`src/rtl/spi_pkg.sv`:
```
// Shared opcodes, widths and FSM state encoding for the SPI master controller.
package spi_pkg;

  localparam int CMD_W  = 10;
  localparam int DATA_W = 8;

  localparam logic [1:0] WR_ADDR = 2'b00;
  localparam logic [1:0] WR_DATA = 2'b01;
  localparam logic [1:0] RD_ADDR = 2'b10;
  localparam logic [1:0] RD_DATA = 2'b11;

  typedef enum logic [2:0] {
    ST_IDLE,
    ST_START,
    ST_SHIFT,
    ST_WAIT,
    ST_RECV,
    ST_END
  } state_e;

endpackage

```
`src/rtl/spi_master_ctrl_if.sv`:
```
// Host-side command/response bundle of the SPI master controller.
interface spi_master_ctrl_if;
  // Handshake: start is a one-cycle request, taken only while busy=0; busy
  // stays high until the frame ends, and done (plus rd_valid for reads)
  // pulses once, with rdata valid in that same cycle.
  logic       start;
  logic [1:0] cmd;
  logic [7:0] wdata;
  logic       busy;
  logic       done;
  logic [7:0] rdata;
  logic       rd_valid;

  modport master (output start, cmd, wdata, input busy, done, rdata, rd_valid);
  modport slave  (input start, cmd, wdata, output busy, done, rdata, rd_valid);
endinterface

```
`src/rtl/spi_shifter.sv`:
```
// 10-bit parallel-load MSB-first transmit register plus 8-bit serial capture.
module spi_shifter
  import spi_pkg::*;
(
  input  logic              clk,
  input  logic              rst,
  input  logic              load,
  input  logic [CMD_W-1:0]  load_data,
  input  logic              shift_en,
  input  logic              cap_en,
  input  logic              sin,
  output logic              sout,
  output logic [DATA_W-1:0] cap_data
);

  logic [CMD_W-1:0]  frame_q, frame_d;
  logic [DATA_W-1:0] cap_q, cap_d;

  always_comb begin
    frame_d = frame_q;
    cap_d   = cap_q;
    if (load)          frame_d = load_data;
    else if (shift_en) frame_d = {frame_q[CMD_W-2:0], 1'b0};
    if (cap_en)        cap_d   = {cap_q[DATA_W-2:0], sin};
  end

  always_ff @(posedge clk or posedge rst) begin
    if (rst) begin
      frame_q <= '0;
      cap_q   <= '0;
    end else begin
      frame_q <= frame_d;
      cap_q   <= cap_d;
    end
  end

  assign sout     = frame_q[CMD_W-1];
  assign cap_data = cap_q;

endmodule

```
`src/rtl/spi_master_ctrl.sv`:
```
// SPI master: sends {cmd,wdata} MSB first behind a r/w bit, then for RD_DATA
// waits TURNAROUND cycles and captures one byte from MISO.
module spi_master_ctrl
  import spi_pkg::*;
#(
  parameter int TURNAROUND = 2
) (
  input  logic               clk,
  input  logic               rst,
  spi_master_ctrl_if.slave   host,
  output logic               SS_n,
  output logic               MOSI,
  input  logic               MISO,
  output state_e             state_o
);

  localparam logic [3:0] SHIFT_LAST = 4'(CMD_W - 1);
  localparam logic [3:0] RECV_LAST  = 4'(DATA_W - 1);
  localparam logic [3:0] WAIT_LAST  = 4'(TURNAROUND - 1);

  state_e            state_q, state_d;
  logic [3:0]        cnt_q, cnt_d;
  logic [1:0]        cmd_q, cmd_d;
  logic [DATA_W-1:0] rdata_q, rdata_d;

  logic              load, shift_en, cap_en, sout;
  logic              done_w, rd_valid_w;
  logic [DATA_W-1:0] cap_data;

  spi_shifter u_shifter (
    .clk       (clk),
    .rst       (rst),
    .load      (load),
    .load_data ({host.cmd, host.wdata}),
    .shift_en  (shift_en),
    .cap_en    (cap_en),
    .sin       (MISO),
    .sout      (sout),
    .cap_data  (cap_data)
  );

  always_comb begin
    state_d    = state_q;
    cnt_d      = cnt_q;
    cmd_d      = cmd_q;
    rdata_d    = rdata_q;
    load       = 1'b0;
    shift_en   = 1'b0;
    cap_en     = 1'b0;
    SS_n       = 1'b0;
    MOSI       = 1'b0;
    done_w     = 1'b0;
    rd_valid_w = 1'b0;
    case (state_q)
      ST_IDLE: begin
        SS_n = 1'b1;
        if (host.start) begin
          cmd_d   = host.cmd;
          load    = 1'b1;
          state_d = ST_START;
        end
      end
      ST_START: begin
        MOSI    = cmd_q[1];
        cnt_d   = '0;
        state_d = ST_SHIFT;
      end
      ST_SHIFT: begin
        MOSI     = sout;
        shift_en = 1'b1;
        if (cnt_q == SHIFT_LAST) begin
          cnt_d = '0;
          if (cmd_q != RD_DATA)     state_d = ST_END;
          else if (TURNAROUND == 0) state_d = ST_RECV;
          else                      state_d = ST_WAIT;
        end else begin
          cnt_d = cnt_q + 4'd1;
        end
      end
      ST_WAIT: begin
        if (cnt_q == WAIT_LAST) begin
          cnt_d   = '0;
          state_d = ST_RECV;
        end else begin
          cnt_d = cnt_q + 4'd1;
        end
      end
      ST_RECV: begin
        cap_en = 1'b1;
        if (cnt_q == RECV_LAST) begin
          cnt_d   = '0;
          state_d = ST_END;
        end else begin
          cnt_d = cnt_q + 4'd1;
        end
      end
      ST_END: begin
        SS_n       = 1'b1;
        done_w     = 1'b1;
        rd_valid_w = (cmd_q == RD_DATA);
        if (cmd_q == RD_DATA) rdata_d = cap_data;
        state_d    = ST_IDLE;
      end
      default: state_d = ST_IDLE;
    endcase
  end

  always_ff @(posedge clk or posedge rst) begin
    if (rst) begin
      state_q <= ST_IDLE;
      cnt_q   <= '0;
      cmd_q   <= '0;
      rdata_q <= '0;
    end else begin
      state_q <= state_d;
      cnt_q   <= cnt_d;
      cmd_q   <= cmd_d;
      rdata_q <= rdata_d;
    end
  end

  // rdata_q only commits at the end of END, so the fresh byte is bypassed
  // straight from the capture register while rd_valid is high.
  assign host.rdata    = rd_valid_w ? cap_data : rdata_q;
  assign host.busy     = (state_q != ST_IDLE);
  assign host.done     = done_w;
  assign host.rd_valid = rd_valid_w;
  assign state_o       = state_q;

endmodule

```
`src/flat_wrapper.sv`:
```
// flat-port wrapper written by rule: the top's interface ports become plain ports
module spi_master_ctrl_flat import spi_pkg::*;
#(
  parameter int TURNAROUND = 2
)
  (clk, rst, SS_n, MOSI, MISO, state_o, host_start, host_cmd, host_wdata, host_busy, host_done, host_rdata, host_rd_valid);
  spi_master_ctrl_if host_i ();
  input  logic clk;
  input  logic rst;
  output logic SS_n;
  output logic MOSI;
  input  logic MISO;
  output state_e state_o;
  input wire logic [$bits(host_i.start)-1:0] host_start;
  input wire logic [$bits(host_i.cmd)-1:0] host_cmd;
  input wire logic [$bits(host_i.wdata)-1:0] host_wdata;
  output wire logic [$bits(host_i.busy)-1:0] host_busy;
  output wire logic [$bits(host_i.done)-1:0] host_done;
  output wire logic [$bits(host_i.rdata)-1:0] host_rdata;
  output wire logic [$bits(host_i.rd_valid)-1:0] host_rd_valid;
  assign host_i.start = host_start;
  assign host_i.cmd = host_cmd;
  assign host_i.wdata = host_wdata;
  assign host_busy = host_i.busy;
  assign host_done = host_i.done;
  assign host_rdata = host_i.rdata;
  assign host_rd_valid = host_i.rd_valid;
  spi_master_ctrl #(.TURNAROUND(TURNAROUND)) u_core (.clk(clk), .rst(rst), .host(host_i), .SS_n(SS_n), .MOSI(MOSI), .MISO(MISO), .state_o(state_o));
endmodule
```
`config.mk`:
```
export PLATFORM = sky130hd
export DESIGN_NAME = spi_master_ctrl_flat
export DESIGN_NICKNAME = d
export VERILOG_FILES = /design/src/rtl/spi_pkg.sv /design/src/rtl/spi_master_ctrl_if.sv /design/src/rtl/spi_shifter.sv /design/src/rtl/spi_master_ctrl.sv /design/src/flat_wrapper.sv
export SDC_FILE = /design/constraint.sdc
export NUM_CORES = 1
export LEC_CHECK = 0
export BUFFER_PORTS_ARGS = -buffer_cell sky130_fd_sc_hd__buf_2
export CORE_UTILIZATION = 49
export CTS_BUF_LIST = sky130_fd_sc_hd__clkbuf_16
export DETAILED_ROUTE_END_ITERATION = 10
export PLACE_DENSITY = 0.74
export REMOVE_ABC_BUFFERS = 1
export SYNTH_ARGS = -nofsm -noshare
export SYNTH_HDL_FRONTEND = slang
export SYNTH_HIERARCHICAL = 1
export SYNTH_SLANG_ARGS = --single-unit
```
`constraint.sdc`:
```
create_clock -name clk -period 1.5 [get_ports clk]
set_input_delay 0.15 -clock clk [delete_from_list [all_inputs] [get_ports clk]]
set_output_delay 0.15 -clock clk [all_outputs]
set_load 0.01 [all_outputs]
```
Yosys cells after proc, flatten, opt, wreduce, memory -nomap -nowiden
Index checks and enable logic that the tools add are counted.

Order comparisons: 0. Multiply operators: 0. Reduce and logical (&&, ||, !) cells: 8. Shifts and indexed selects: 0. Div/mod/pow operators: 0. Add/subtract/negate cells: 1. Equality and inequality tests: 14. Bitwise gates (word level): 0. Muxes and demuxes: 21.

Operator list (number): 10-bit two-way mux (2); 4-bit case mux with 4 select lines (1); 3-bit two-way mux (5); 3-bit case mux with 5 select lines (1); 4-bit two-way mux (3); 8-bit two-way mux (1); 1-bit two-way mux (7); 3-bit by 2-bit == test with 1-bit output, second input constant (2); 3-bit == test, second input constant (2); 2-bit by 1-bit != test with 1-bit output, second input constant (3); 4-bit by 1-bit adder with 4-bit output, second input constant (1); 4-bit by 1-bit == test with 1-bit output, second input constant (1); 4-bit by 3-bit == test with 1-bit output, second input constant (1); 4-bit == test, second input constant (1); 2-bit != test, second input constant (2); 2-bit AND reduction (2); 4-bit AND reduction (1); 4-bit nonzero test (1); 3-bit by 1-bit == test with 1-bit output, second input constant (1); 3-bit logical NOT (1); 3-bit nonzero test (1); 2-bit == test, second input constant (1); 1-bit case mux with 2 select lines (1); 2-bit nonzero test (1); 2-bit OR reduction (1).

Memory bits (read-only): 0. Memories: 0. Word-level logic and storage cells: 50. Output and inout bits: 16. Input port bits: 14. Flip-flop bits (word level): 35. RAM bits: 0. Latch bits: 0.

Longest topological paths before layout
Depth in word-level cells: 4. Gate-level depth with buffers: 6. Depth with buffers taken out: 6.

By module
Netlist, hierarchy kept.

By module, submodules not included: spi_master_ctrl (area an instance 899.6 um^2, seq. area each 425.4 um^2, cells an instance 86, instances 1); spi_shifter (area an instance 799.5 um^2, seq. area each 450.4 um^2, cells an instance 61, instances 1).

Worst setup path after synthesis
No wires, ideal clock.

Path type: reg-to-reg. From: register u_core.state_q[2] (netlist: u_core/state_o[2]). To: register u_core.u_shifter.frame_q[8]. Setup slack: -0.022 ns. Arrival time: 1.446 ns. Clock period less this slack: 1.522 ns. Buffers on the path: 2. Required time: 1.424 ns. Cell stages (with the launch flop): 7. Setup time: 0.076 ns. Cells stage by stage: dfrtp_1 -> or3_1 -> nor2_2 -> buf_4 -> buf_6 -> nand2_1 -> o21ai_1.

Cells in the longest elaborated chain, start to end: 3. Elaborated cells between the ends (all ways): 6. Classes of those cells: eq/ne (1); mux (3); reduce/logical (2).

Ends and longest elaborated chain: start, declared (RTL line spi_master_ctrl.sv:21) `state_e state_q, state_d;`; start signal, assigned (RTL line spi_master_ctrl.sv:115) `state_q <= state_d;`; 3-bit logical NOT * (RTL line spi_master_ctrl.sv:54) `case (state_q)`; 1-bit two-way mux * (RTL line spi_master_ctrl.sv:54); named net u_core.load (RTL line spi_master_ctrl.sv:26) `logic load, shift_en, cap_en, sout;`; 10-bit two-way mux / 2-bit nonzero test (equally long branches); end signal, assigned (RTL line spi_shifter.sv:32) `frame_q <= frame_d;`; end, declared (RTL line spi_shifter.sv:16) `logic [CMD_W-1:0] frame_q, frame_d;`.

Mark *: on every way through the listed nets, which the timed path passes. The rest lies on a longest branch. A chain may end at the register's enable or synchronous reset.

Worst setup path in the final report
From: register u_core.state_q[1] (netlist: u_core/state_o[1]). To: output port host_rdata[0].

Cells in the longest elaborated chain, start to end: 3.

Ends and longest elaborated chain: 3-bit == test (RTL line spi_master_ctrl.sv:54); 1-bit two-way mux (RTL line spi_master_ctrl.sv:54); 8-bit two-way mux (RTL line spi_master_ctrl.sv:124) `assign host.rdata = rd_valid_w ? cap_data : rdata_q;`; end, declared (RTL line flat_wrapper.sv:19) `output wire logic [$bits(host_i.rdata)-1:0] host_rdata;`.

No other way between the ends.

==> impl_metrics.toml <==
[status]
outcome = "complete, but fails checks"
violations = "setup timing"

[power]
intPower_mw = 2.938
power_mw = 4.559
clockPowerShare_pct = 20.6
p_leak_nw = 1.188
switching_share_pct = 35.55
p_switching_mw = 1.621
combPwrFrac_pct = 47.6
p_seq_share_pct = 31.8
power_density_mw_per_mm2 = 1888
max-vdd-ir-drop_v = 0.001096

[cells_and_area]
fill_cells = 228
multi_input_area_sq_um = 858.3
mostFrequentLayoutCells = "dfrtp_1 (33), buf_2 (21), mux2_4 (16), buf_6 (15)"
fin_nets = 216
antenna_cells = 0
regArea_sq_um = 878.3
drive_above_1_share_pct = 46.77
instances_no_fill = 247
mostFrequentLayoutCell = "dfrtp_1"
area_growth_pct = 42.12
finish.utilization_pct = 72.37

[synth]
ys_seq_elements = 35
synth_edf_count = 0
async_flop_share_pct = 100.0
synth-seq-area-share_pct = 51.55
synth_cell_types = 36
synthCells = 147
syn-cell-area_sq_mm = 0.001699
synth_area_leaders = "dfrtp_1 (52%), mux2_4 (7.1%), mux2_1 (6.0%)"
ys.warnings.count = 6
postSynthAreaPerCell_sq_um = 11.56
yosysTopAreaCellShare_pct = 51.55
synth_top_cell_by_area = "dfrtp_1"
synthFlopType = "dfrtp_1"

[clock_tree]
cts_tree = "built"
h-tree-depth = 2
clock_sinks = 35
cts_buffers = 5
cts-root-buf = "clkbuf_16"
cts_buffer_depth = 2
clk_pin_slew_ns = 0.05
clk_latency_ns = 0.28

[timing]
worst_slew_margin_rel_pct = 53.58
finalHoldViolCount = 0
clock.fmax_mhz = 584.9
setup_violations = 36
maxSlewViolCount = 0
post-route-period-util_pct = 114.0
skew_ns = 0.004926
finalWorstSetupSlack_ns = -0.2097
tightest_slew_ns = 0.6955
rsz0062_at_grt = "yes"
period_needed_ns = 1.710

[placement]
place_inst = 229
hpwl_microns = 2374
io_buffers = 29
place_congestion = 0.8074
pre_cts_ws_ns = -0.06821

[drt]
drc = 0
antenna_left = 0
routed_wl_microns = 3926
viasPerCell = 5.239
wl_per_cell_microns = 15.89
drt_iter0_drc = 35
drtPass1Iterations = 4
vias = 1294

[critical_path]
cp.required_ns = 1.35
ff2ff_setup_slack_ns = -0.17
crit_path_max_fanout = 5
path_class = "reg2out"
endpoint_kind = "primary output"
start_kind = "flip-flop"
cp_data_arrival_time_ns = 1.56

[global_route]
grt_pass1_wl_microns = 6051
use_met2_pct = 38.46
grt_use_met1_pct = 30.25
grt_util_met3_pct = 5.330
grt_start_max_net_pins = 21
busiest_layer = "met2"
grtUsageTotal_pct = 23.37
grt_pass1_vias = 1275
overflow = 0
antenna_found_initial = 0

[run]
maxCapViolCount = 0

[floorplanning]
start_util_pct = 50.92
die_w_microns = 60.89
io_pins = 30
die_h_microns = 60.89
die_area_sq_mm = 0.003707
rows = 21
core-area_sq_mm = 0.003337

[worst_hold_path]
holdCritPathClass = "in2reg"
[Yosys cell counts, types with 2 or more instances]
cell and count:
o21ai_1 12, o221ai_1 2, nor2_1 5, xor2_1 2
mux2_1 9, nor2b_1 2, nor3_1 2, dfrtp_1 35
nand2b_1 2, mux2i_1 9, nand3_1 3, and2_1 2
mux2_4 8, buf_6 3, ha_1 2, a21oi_1 4
nand2_1 13, nand3b_1 2, o21ai_0 3, inv_1 10
clkbuf_1 2
[critical path: stages (launching register included)]
cell and delay [ns]:
dfrtp_2 0.43, nor2b_4 0.15, nand4_4 0.10, buf_6 0.17
mux2_4 0.31, buf_6 0.12
[state kept, by name, indices dropped and copies added (netlist names)]
name / cells
u_core/u_shifter/frame_q: 10
u_core/cnt_q: 4
u_core/state_o: 3
u_core/u_shifter/cap_data: 8
u_core/rdata_q: 8
u_core/cmd_q: 2
[repair_timing]
| action | 4_1_cts | 5_1_grt |
|---|---|---|
| endpoints found under the hold margin | 9 | 0 |
| gates resized for setup | 37 | 17 |
| hold buffers | 1 | 0 |
| pin swaps | 3 | 5 |
| setup endpoints to repair | 23 | 39 |
| gates cloned | 1 | 1 |
| setup buffers | 4 | 3 |
[power groups by stage]
stage	logic [mW]	clock network [mW]	registers (mW)
floorplan	0.947	0	1.45
global placement	1.49	0	1.40
detailed placement	1.57	0	1.41
CTS	1.79	0.962	1.40
global route	2.34	1.00	1.47
finish	2.17	0.940	1.45
[through the flow]
step                instance area [sq um]  hold slack [ns]  setup TNS (ns)
finish                               2415          0.09287          -4.099
CTS                                  2296          0.08996          -3.373
global route                         2415           0.1001          -5.526
floorplan                            1647          0.07607          -7.480
detailed placement                   1967           0.2860         -0.7450
global placement                     1967           0.2696         -0.2526
[final timing paths]
path | end | from | depth (start not counted)
setup / recovery | host_rdata[0] | u_core/state_o[1] | 5
hold / removal | u_core/u_shifter/frame_q[3] | host_wdata[3] | 3
setup reg to reg | u_core/state_o[0] | u_core/state_o[1] | 5
hold reg to reg | u_core/rdata_q[4] | u_core/rdata_q[4] | 1
max in group asynchronous | u_core/state_o[1] | rst | 3
min in group asynchronous | u_core/u_shifter/cap_data[0] | rst | 3
[kinds of logic (layout without fill, tap and decap cells)]
kind of cell | after synthesis | count (layout) | synth area share, %
simple gates | 37 | 37 | 11.49
flops | 35 | 35 | 51.55
compound gates | 27 | 27 | 10.16
mux | 27 | 27 | 19.00
buf+inv | 17 | 71 | 5.302
fa+ha+maj | 2 | 2 | 1.473
xor+xnor | 2 | 2 | 1.031
[area by class of cell]
type                    instances  area share [%]
clock buffers                   5           5.181
clock inverters                 3          0.4663
inverters                      10           1.658
multi-input cells              95           35.54
flip-flops and latches         35           36.37
well taps                      46           2.383
repair buffers                 53           18.39
[per-layer routing]
layer	share of wire (%)	vias to the layer above
met1	44	636
met5	0	-
met2	50	37
li1	-	614
met3	4.1	7
met4	1.8	0
(Power assumes the default switching activity.)
